<file path="src/rtl/mips_muldiv_unit.sv">
// Iterative multiply/divide unit owning the architectural HI/LO registers.
// Multiply is a radix-2 shift-add over XLEN iterations.
// Divide is a restoring divide producing one quotient bit per iteration.
// Signed operations run on operand magnitudes; signs are fixed up in a
// final FIX state. MTHI/MTLO write HI/LO directly from IDLE.
module mips_muldiv_unit #(
    parameter int              XLEN      = 32,
    parameter logic [XLEN-1:0] DIV0_QUOT = {XLEN{1'b1}}
) (
    input  logic            clk,
    input  logic            reset,
    input  logic            clk_enable,
    input  logic            start,
    input  logic [2:0]      op,
    input  logic [XLEN-1:0] rs_val,
    input  logic [XLEN-1:0] rt_val,
    output logic            busy,
    output logic            done,
    output logic [XLEN-1:0] hi,
    output logic [XLEN-1:0] lo
);

    localparam int              PW     = 2 * XLEN;
    localparam int              CNT_W  = $clog2(XLEN);
    localparam logic [CNT_W-1:0] CNT_LAST = CNT_W'(XLEN - 1);

    localparam logic [2:0] OP_MULT  = 3'b000;
    localparam logic [2:0] OP_MULTU = 3'b001;
    localparam logic [2:0] OP_DIV   = 3'b010;
    localparam logic [2:0] OP_DIVU  = 3'b011;
    localparam logic [2:0] OP_MTHI  = 3'b100;
    localparam logic [2:0] OP_MTLO  = 3'b101;

    typedef enum logic [1:0] {
        S_IDLE = 2'd0,
        S_RUN  = 2'd1,
        S_FIX  = 2'd2
    } state_t;

    // Two's-complement negation of an XLEN-bit value when en is set.
    function automatic logic [XLEN-1:0] cond_neg(input logic [XLEN-1:0] v, input logic en);
        return en ? ((~v) + XLEN'(1)) : v;
    endfunction

    // Two's-complement negation of a full-width product when en is set.
    function automatic logic [PW-1:0] cond_neg_wide(input logic [PW-1:0] v, input logic en);
        return en ? ((~v) + PW'(1)) : v;
    endfunction

    state_t            state_q, state_d;
    logic [CNT_W-1:0]  count_q, count_d;
    logic [PW-1:0]     acc_q,   acc_d;     // product, or {remainder, quotient}
    logic [XLEN-1:0]   opnd_q,  opnd_d;    // multiplicand / divisor magnitude
    logic [XLEN-1:0]   dvd_q,   dvd_d;     // raw dividend, returned in HI on divide-by-zero
    logic              is_div_q,  is_div_d;
    logic              neg_q,     neg_d;   // negate product / quotient
    logic              rem_neg_q, rem_neg_d;
    logic              div0_q,    div0_d;
    logic [XLEN-1:0]   hi_q, hi_d;
    logic [XLEN-1:0]   lo_q, lo_d;
    logic              busy_q, busy_d;
    logic              done_q, done_d;

    // Operand preparation at the accept edge: signed ops use magnitudes.
    logic              op_signed;
    logic              rs_neg, rt_neg;
    logic [XLEN-1:0]   rs_mag, rt_mag;

    assign op_signed = ~op[0];
    assign rs_neg    = op_signed & rs_val[XLEN-1];
    assign rt_neg    = op_signed & rt_val[XLEN-1];
    assign rs_mag    = cond_neg(rs_val, rs_neg);
    assign rt_mag    = cond_neg(rt_val, rt_neg);

    // One multiply step: conditionally add multiplicand into the high half, then shift right.
    logic [XLEN:0]     mul_sum;
    logic [PW-1:0]     mul_next;

    assign mul_sum  = {1'b0, acc_q[PW-1:XLEN]} + {1'b0, (acc_q[0] ? opnd_q : {XLEN{1'b0}})};
    assign mul_next = {mul_sum, acc_q[XLEN-1:1]};

    // One restoring-divide step: shift in the next dividend bit and try a subtract.
    logic [XLEN:0]     div_shift;
    logic [XLEN:0]     div_trial;
    logic [PW-1:0]     div_next;

    assign div_shift = acc_q[PW-1:XLEN-1];
    assign div_trial = div_shift - {1'b0, opnd_q};
    assign div_next  = div_trial[XLEN] ? {div_shift[XLEN-1:0], acc_q[XLEN-2:0], 1'b0}
                                       : {div_trial[XLEN-1:0], acc_q[XLEN-2:0], 1'b1};

    // Sign-corrected results presented to HI/LO in the FIX state.
    logic [PW-1:0]     prod_fixed;
    logic [XLEN-1:0]   quot_fixed, rem_fixed;

    assign prod_fixed = cond_neg_wide(acc_q, neg_q);
    assign quot_fixed = cond_neg(acc_q[XLEN-1:0], neg_q);
    assign rem_fixed  = cond_neg(acc_q[PW-1:XLEN], rem_neg_q);

    // Next-state and datapath control for the IDLE/RUN/FIX sequencer.
    always_comb begin
        state_d   = state_q;
        count_d   = count_q;
        acc_d     = acc_q;
        opnd_d    = opnd_q;
        dvd_d     = dvd_q;
        is_div_d  = is_div_q;
        neg_d     = neg_q;
        rem_neg_d = rem_neg_q;
        div0_d    = div0_q;
        hi_d      = hi_q;
        lo_d      = lo_q;

        unique case (state_q)
            S_IDLE: begin
                if (start) begin
                    unique case (op)
                        OP_MULT, OP_MULTU, OP_DIV, OP_DIVU: begin
                            acc_d     = {{XLEN{1'b0}}, rs_mag};
                            opnd_d    = rt_mag;
                            dvd_d     = rs_val;
                            is_div_d  = op[1];
                            neg_d     = rs_neg ^ rt_neg;
                            rem_neg_d = rs_neg;
                            div0_d    = op[1] & (rt_val == {XLEN{1'b0}});
                            count_d   = {CNT_W{1'b0}};
                            state_d   = S_RUN;
                        end
                        OP_MTHI: hi_d = rs_val;
                        OP_MTLO: lo_d = rs_val;
                        default: ;
                    endcase
                end
            end
            S_RUN: begin
                acc_d   = is_div_q ? div_next : mul_next;
                count_d = count_q + CNT_W'(1);
                if (count_q == CNT_LAST) begin
                    state_d = S_FIX;
                end
            end
            S_FIX: begin
                if (!is_div_q) begin
                    hi_d = prod_fixed[PW-1:XLEN];
                    lo_d = prod_fixed[XLEN-1:0];
                end else if (div0_q) begin
                    hi_d = dvd_q;
                    lo_d = DIV0_QUOT;
                end else begin
                    hi_d = rem_fixed;
                    lo_d = quot_fixed;
                end
                state_d = S_IDLE;
            end
            default: state_d = S_IDLE;
        endcase

        busy_d = (state_d != S_IDLE);
        done_d = (state_q == S_FIX);
    end

    // State and datapath registers; everything holds while clk_enable is low.
    always_ff @(posedge clk or posedge reset) begin
        if (reset) begin
            state_q   <= S_IDLE;
            count_q   <= {CNT_W{1'b0}};
            acc_q     <= {PW{1'b0}};
            opnd_q    <= {XLEN{1'b0}};
            dvd_q     <= {XLEN{1'b0}};
            is_div_q  <= 1'b0;
            neg_q     <= 1'b0;
            rem_neg_q <= 1'b0;
            div0_q    <= 1'b0;
            hi_q      <= {XLEN{1'b0}};
            lo_q      <= {XLEN{1'b0}};
            busy_q    <= 1'b0;
            done_q    <= 1'b0;
        end else if (clk_enable) begin
            state_q   <= state_d;
            count_q   <= count_d;
            acc_q     <= acc_d;
            opnd_q    <= opnd_d;
            dvd_q     <= dvd_d;
            is_div_q  <= is_div_d;
            neg_q     <= neg_d;
            rem_neg_q <= rem_neg_d;
            div0_q    <= div0_d;
            hi_q      <= hi_d;
            lo_q      <= lo_d;
            busy_q    <= busy_d;
            done_q    <= done_d;
        end
    end

    assign busy = busy_q;
    assign done = done_q;
    assign hi   = hi_q;
    assign lo   = lo_q;

endmodule

</file>
<file path="config.mk">
export PLATFORM = sky130hd
export DESIGN_NAME = mips_muldiv_unit
export DESIGN_NICKNAME = d
export VERILOG_FILES = /design/src/rtl/mips_muldiv_unit.sv
export SDC_FILE = /design/constraint.sdc
export NUM_CORES = 1
export LEC_CHECK = 0
export BUFFER_PORTS_ARGS = -buffer_cell sky130_fd_sc_hd__buf_2
export CAP_MARGIN = 20
export CORE_MARGIN = 2
export CORE_UTILIZATION = 60
export CTS_BUF_LIST = sky130_fd_sc_hd__clkbuf_8
export DETAILED_ROUTE_END_ITERATION = 10
export GPL_TIMING_DRIVEN = 0
export MAX_ROUTING_LAYER = met4
export PLACE_DENSITY = 0.9
export RECOVER_POWER = 100
export REMOVE_ABC_BUFFERS = 1
export SYNTH_ARGS = -nofsm -noshare
export SYNTH_HDL_FRONTEND = slang
export SYNTH_SLANG_ARGS = --single-unit
</file>
<file path="constraint.sdc">
create_clock -name clk -period 8.3 [get_ports clk]
set_clock_uncertainty 0.1 [all_clocks]
set_input_delay 1.66 -clock clk [delete_from_list [all_inputs] [get_ports clk]]
set_output_delay 1.66 -clock clk [all_outputs]
set_load 0.01 [all_outputs]
</file>
==> flow_metrics.env <==
export IMPL_status="finished with violations"
export IMPL_violations="capacitance limit, slew limit"
export IMPL_synthAdderAreaFrac_pct=5.653
export IMPL_critPathSlowestCell="a21o_1"
export IMPL_final_util_pct=66.07
export IMPL_synth_top_area_share_pct=31.67
export IMPL_insertion_delay_ns=0.56
export IMPL_core_um2=26730
export IMPL_layout_setup_ws_ns=2.333
export IMPL_numClockSinks=205
export IMPL_cp_endpoint="acc_q[0]"
export IMPL_synthArstFlopShare_pct=100.0
export IMPL_via_per_inst=6.374
export IMPL_synth_area_um2=16200
export IMPL_yosysSeqAreaShare_pct=31.67
export IMPL_ff2ff_setup_slack_ns=3.17
export IMPL_syn_to_final_growth_pct=8.990
export IMPL_leakage_nw=7.878
export IMPL_portBuffers=136
export IMPL_grt_pass1_vias=15585
export IMPL_crit_buf_inv=2
export IMPL_grt_ovfl_total=0
export IMPL_root_buffer="clkbuf_8"
export IMPL_max_slew_margin_pct=-174.6
export IMPL_crit_start="clk_enable"
export IMPL_finalHoldViolCount=0
export IMPL_nFillCells=2278
export IMPL_drt_wl_total_mm=47.29
export IMPL_drt_first_pass_iters=6
export IMPL_synth_compound_area_share_pct=25.25
export IMPL_peakVddDrop_uv=191.7
export IMPL_dieArea_um2=28330
export IMPL_first_iter_violations=1757
export IMPL_htree_levels=2
export IMPL_yosysTopAreaCell="dfrtp_1"
export IMPL_synth_main_ff_cell="dfrtp_1"
export IMPL_min_path_type="flop to flop"
export IMPL_rows=60
export IMPL_nNetsFinal=2290
export IMPL_worstPathArrival_ns=6.23
export IMPL_chipHeight_um=168.3
export IMPL_grt_total_usage_pct=34.48
export IMPL_hold_depth=2
export IMPL_yosys_area_share_simple_pct=20.46
export IMPL_dpl_cell_area_um2=17100
export IMPL_vias=16012
export IMPL_cts_tree="built"
export IMPL_antenna_left=0
export IMPL_yosysWarnings=0
export IMPL_cp_start_kind="primary input"
export IMPL_p_per_area_nw_per_um2=300.7
export IMPL_min_period_over_period_pct=71.89
export IMPL_wl_per_cell_um=18.82
export IMPL_grt_antenna_before_repair=0
export IMPL_synth_cells=2100
export IMPL_cts_resized=0
export IMPL_syn_avg_cell_area_um2=7.715
export IMPL_cts_buffer_depth=3
export IMPL_muxShareOfSynthArea_pct=2.742
export IMPL_clkTransAtPathRegs_ns=0.06
export IMPL_grt_pass1_wl_mm=78.11
export IMPL_period_needed_ns=5.967
export IMPL_multiInputGateArea_um2=10300
export IMPL_hold_buffers=0
export IMPL_tightest_slew_ns=4.096
export IMPL_cp_depth=7
export IMPL_final_cell_mix="nand2_1 (345), o21ai_0 (280), dfrtp_1 (204), a21oi_1 (154), nor2_1 (136)"
export IMPL_synth_xor_area_share_pct=9.407
export IMPL_final_common_cell="nand2_1"
export IMPL_cts_inserted_buffers=36
export IMPL_path_delay_family="compound AO/OA/AOI/OAI gates"
export IMPL_diodes=0
export IMPL_die_width_um=168.3
export IMPL_drv_cap=2
export IMPL_cp_cell_sequence="clkbuf_1 -> nand2b_1 -> a21o_1 -> nor2_1 -> buf_12 -> a222oi_1 -> o21ai_0"
export IMPL_post_dp_hpwl_mm=33.94
export IMPL_post_cts_buffers=0
export IMPL_worst_r2r_endpoint="acc_q[0]"
export IMPL_gp_congestion=1.036
export IMPL_start_util_pct=60.62
export IMPL_synth_edff_count=0
export IMPL_critPathKind="primary input to flop"
export IMPL_register_area_um2=5131
export IMPL_drive_gt1_share_pct=7.370
export IMPL_grt_max_degree=114
export IMPL_whs_ns=0.3741
export IMPL_critical_path_max_stage_delay_ns=2.23
export IMPL_synth_area_top_cells="dfrtp_1 (32%), o21ai_0 (8.6%), nand2_1 (8.0%)"
export IMPL_io_pins=137
export IMPL_setup_violations=0
export IMPL_fmaxAchievable_ghz=0.1676
export IMPL_ff2ff_path_depth=6
export IMPL_cp_end_kind="flop"
export IMPL_r2r_start="state_q[0]"
export IMPL_place_ws_ns=3.590
export IMPL_synth_distinct_cells=79
export IMPL_synth_top_family_by_area="compound AO/OA/AOI/OAI gates"
export IMPL_fin_area_um2=17660
export IMPL_synth_seq_cells=205
export IMPL_slew_violations=197
export IMPL_drc=0
export IMPL_crit_required_ns=8.56
export IMPL_cp_max_fo=103
export IMPL_rsz0062_at_grt="no"
[worst min path at each step]
stage | from | endpoint | slack [ns]
after detailed placement | dvd_q[6] | dvd_q[6] | 0.36
after CTS | dvd_q[6] | dvd_q[6] | 0.37
final | dvd_q[6] | dvd_q[6] | 0.37
after global placement | dvd_q[26] | dvd_q[26] | 0.35
after floorplan | dvd_q[27] | dvd_q[27] | 0.34
after global routing | dvd_q[14] | dvd_q[14] | 0.40
[routing by layer]
layer  share of wire [%]  track usage (%)
met3                 8.7            5.125
met1                  41            44.36
met4                 3.6            13.49
met2                  46            55.16
met5                   0                -
[through the flow]
stage | power [mW] | instances | setup TNS, ns
6_report | 5.310 | 2512 | 0
5_1_grt | 5.724 | 2512 | 0
4_1_cts | 5.269 | 2509 | 0
3_5_place_dp | 4.353 | 2447 | 0
3_3_place_gp | 4.226 | 2435 | -246.03
2_1_floorplan | 3.610 | 1958 | 0
[state kept, by name (all words and copies together) (netlist names)]
signal and cells:
lo 32, done 1, count_q 5, state_q 2, dvd_q 32, div0_q 1, is_div_q 1, rem_neg_q 1
neg_q 1, hi 32, busy 1, opnd_q 32, acc_q 64
[logic make-up (layout without fill, tap and decap cells)]
family,after synthesis,after routing
AND/OR/NAND/NOR,722,722
AO/OA/AOI/OAI,679,679
flip-flops,205,205
buffers and inverters,204,275
XOR/XNOR,174,174
adder cells (fa/ha/maj),72,72
multiplexers,44,44
[area by class of cell]
type | instances | share of cell area [%]
clock buffers | 40 | 3.118
clock inverters | 22 | 0.7086
inverters | 62 | 1.325
multi-input cells | 1691 | 58.36
flip-flops and latches | 205 | 29.06
well taps | 341 | 2.416
repair buffers | 151 | 5.010
[synthesized netlist by cell type, types with 7 or more instances]
master / count
or4_1: 16
a21o_1: 21
a21oi_1: 154
o21ai_0: 280
xor2_1: 84
inv_1: 61
o22ai_1: 35
buf_1: 12
dfrtp_1: 205
and3_1: 24
nor4_1: 9
nand2_1: 346
nand2b_1: 33
o31ai_1: 25
xnor2_1: 90
a221oi_1: 9
nor3_1: 37
nand3_1: 36
o21a_1: 7
ha_1: 70
and2_1: 10
a211oi_1: 19
a211o_1: 7
or2_2: 9
or3_1: 19
a31oi_1: 7
o41ai_1: 13
a22oi_1: 33
mux2i_1: 41
nor2b_1: 15
nor2_1: 138
o211ai_1: 13
clkbuf_1: 122
[report_power, final]
group	switching [mW]	leakage, nW	internal (mW)
registers	0.399	2.68	1.22
clock network	0.436	0.399	0.474
logic	1.62	4.80	1.16
[worst min-delay path, delay by kind of cell, from the launching register on]
kind	cells	cell delay (ns)
flip-flops	1	0.33
AND/OR/NAND/NOR	2	0.11
(Power assumes the default switching activity.)
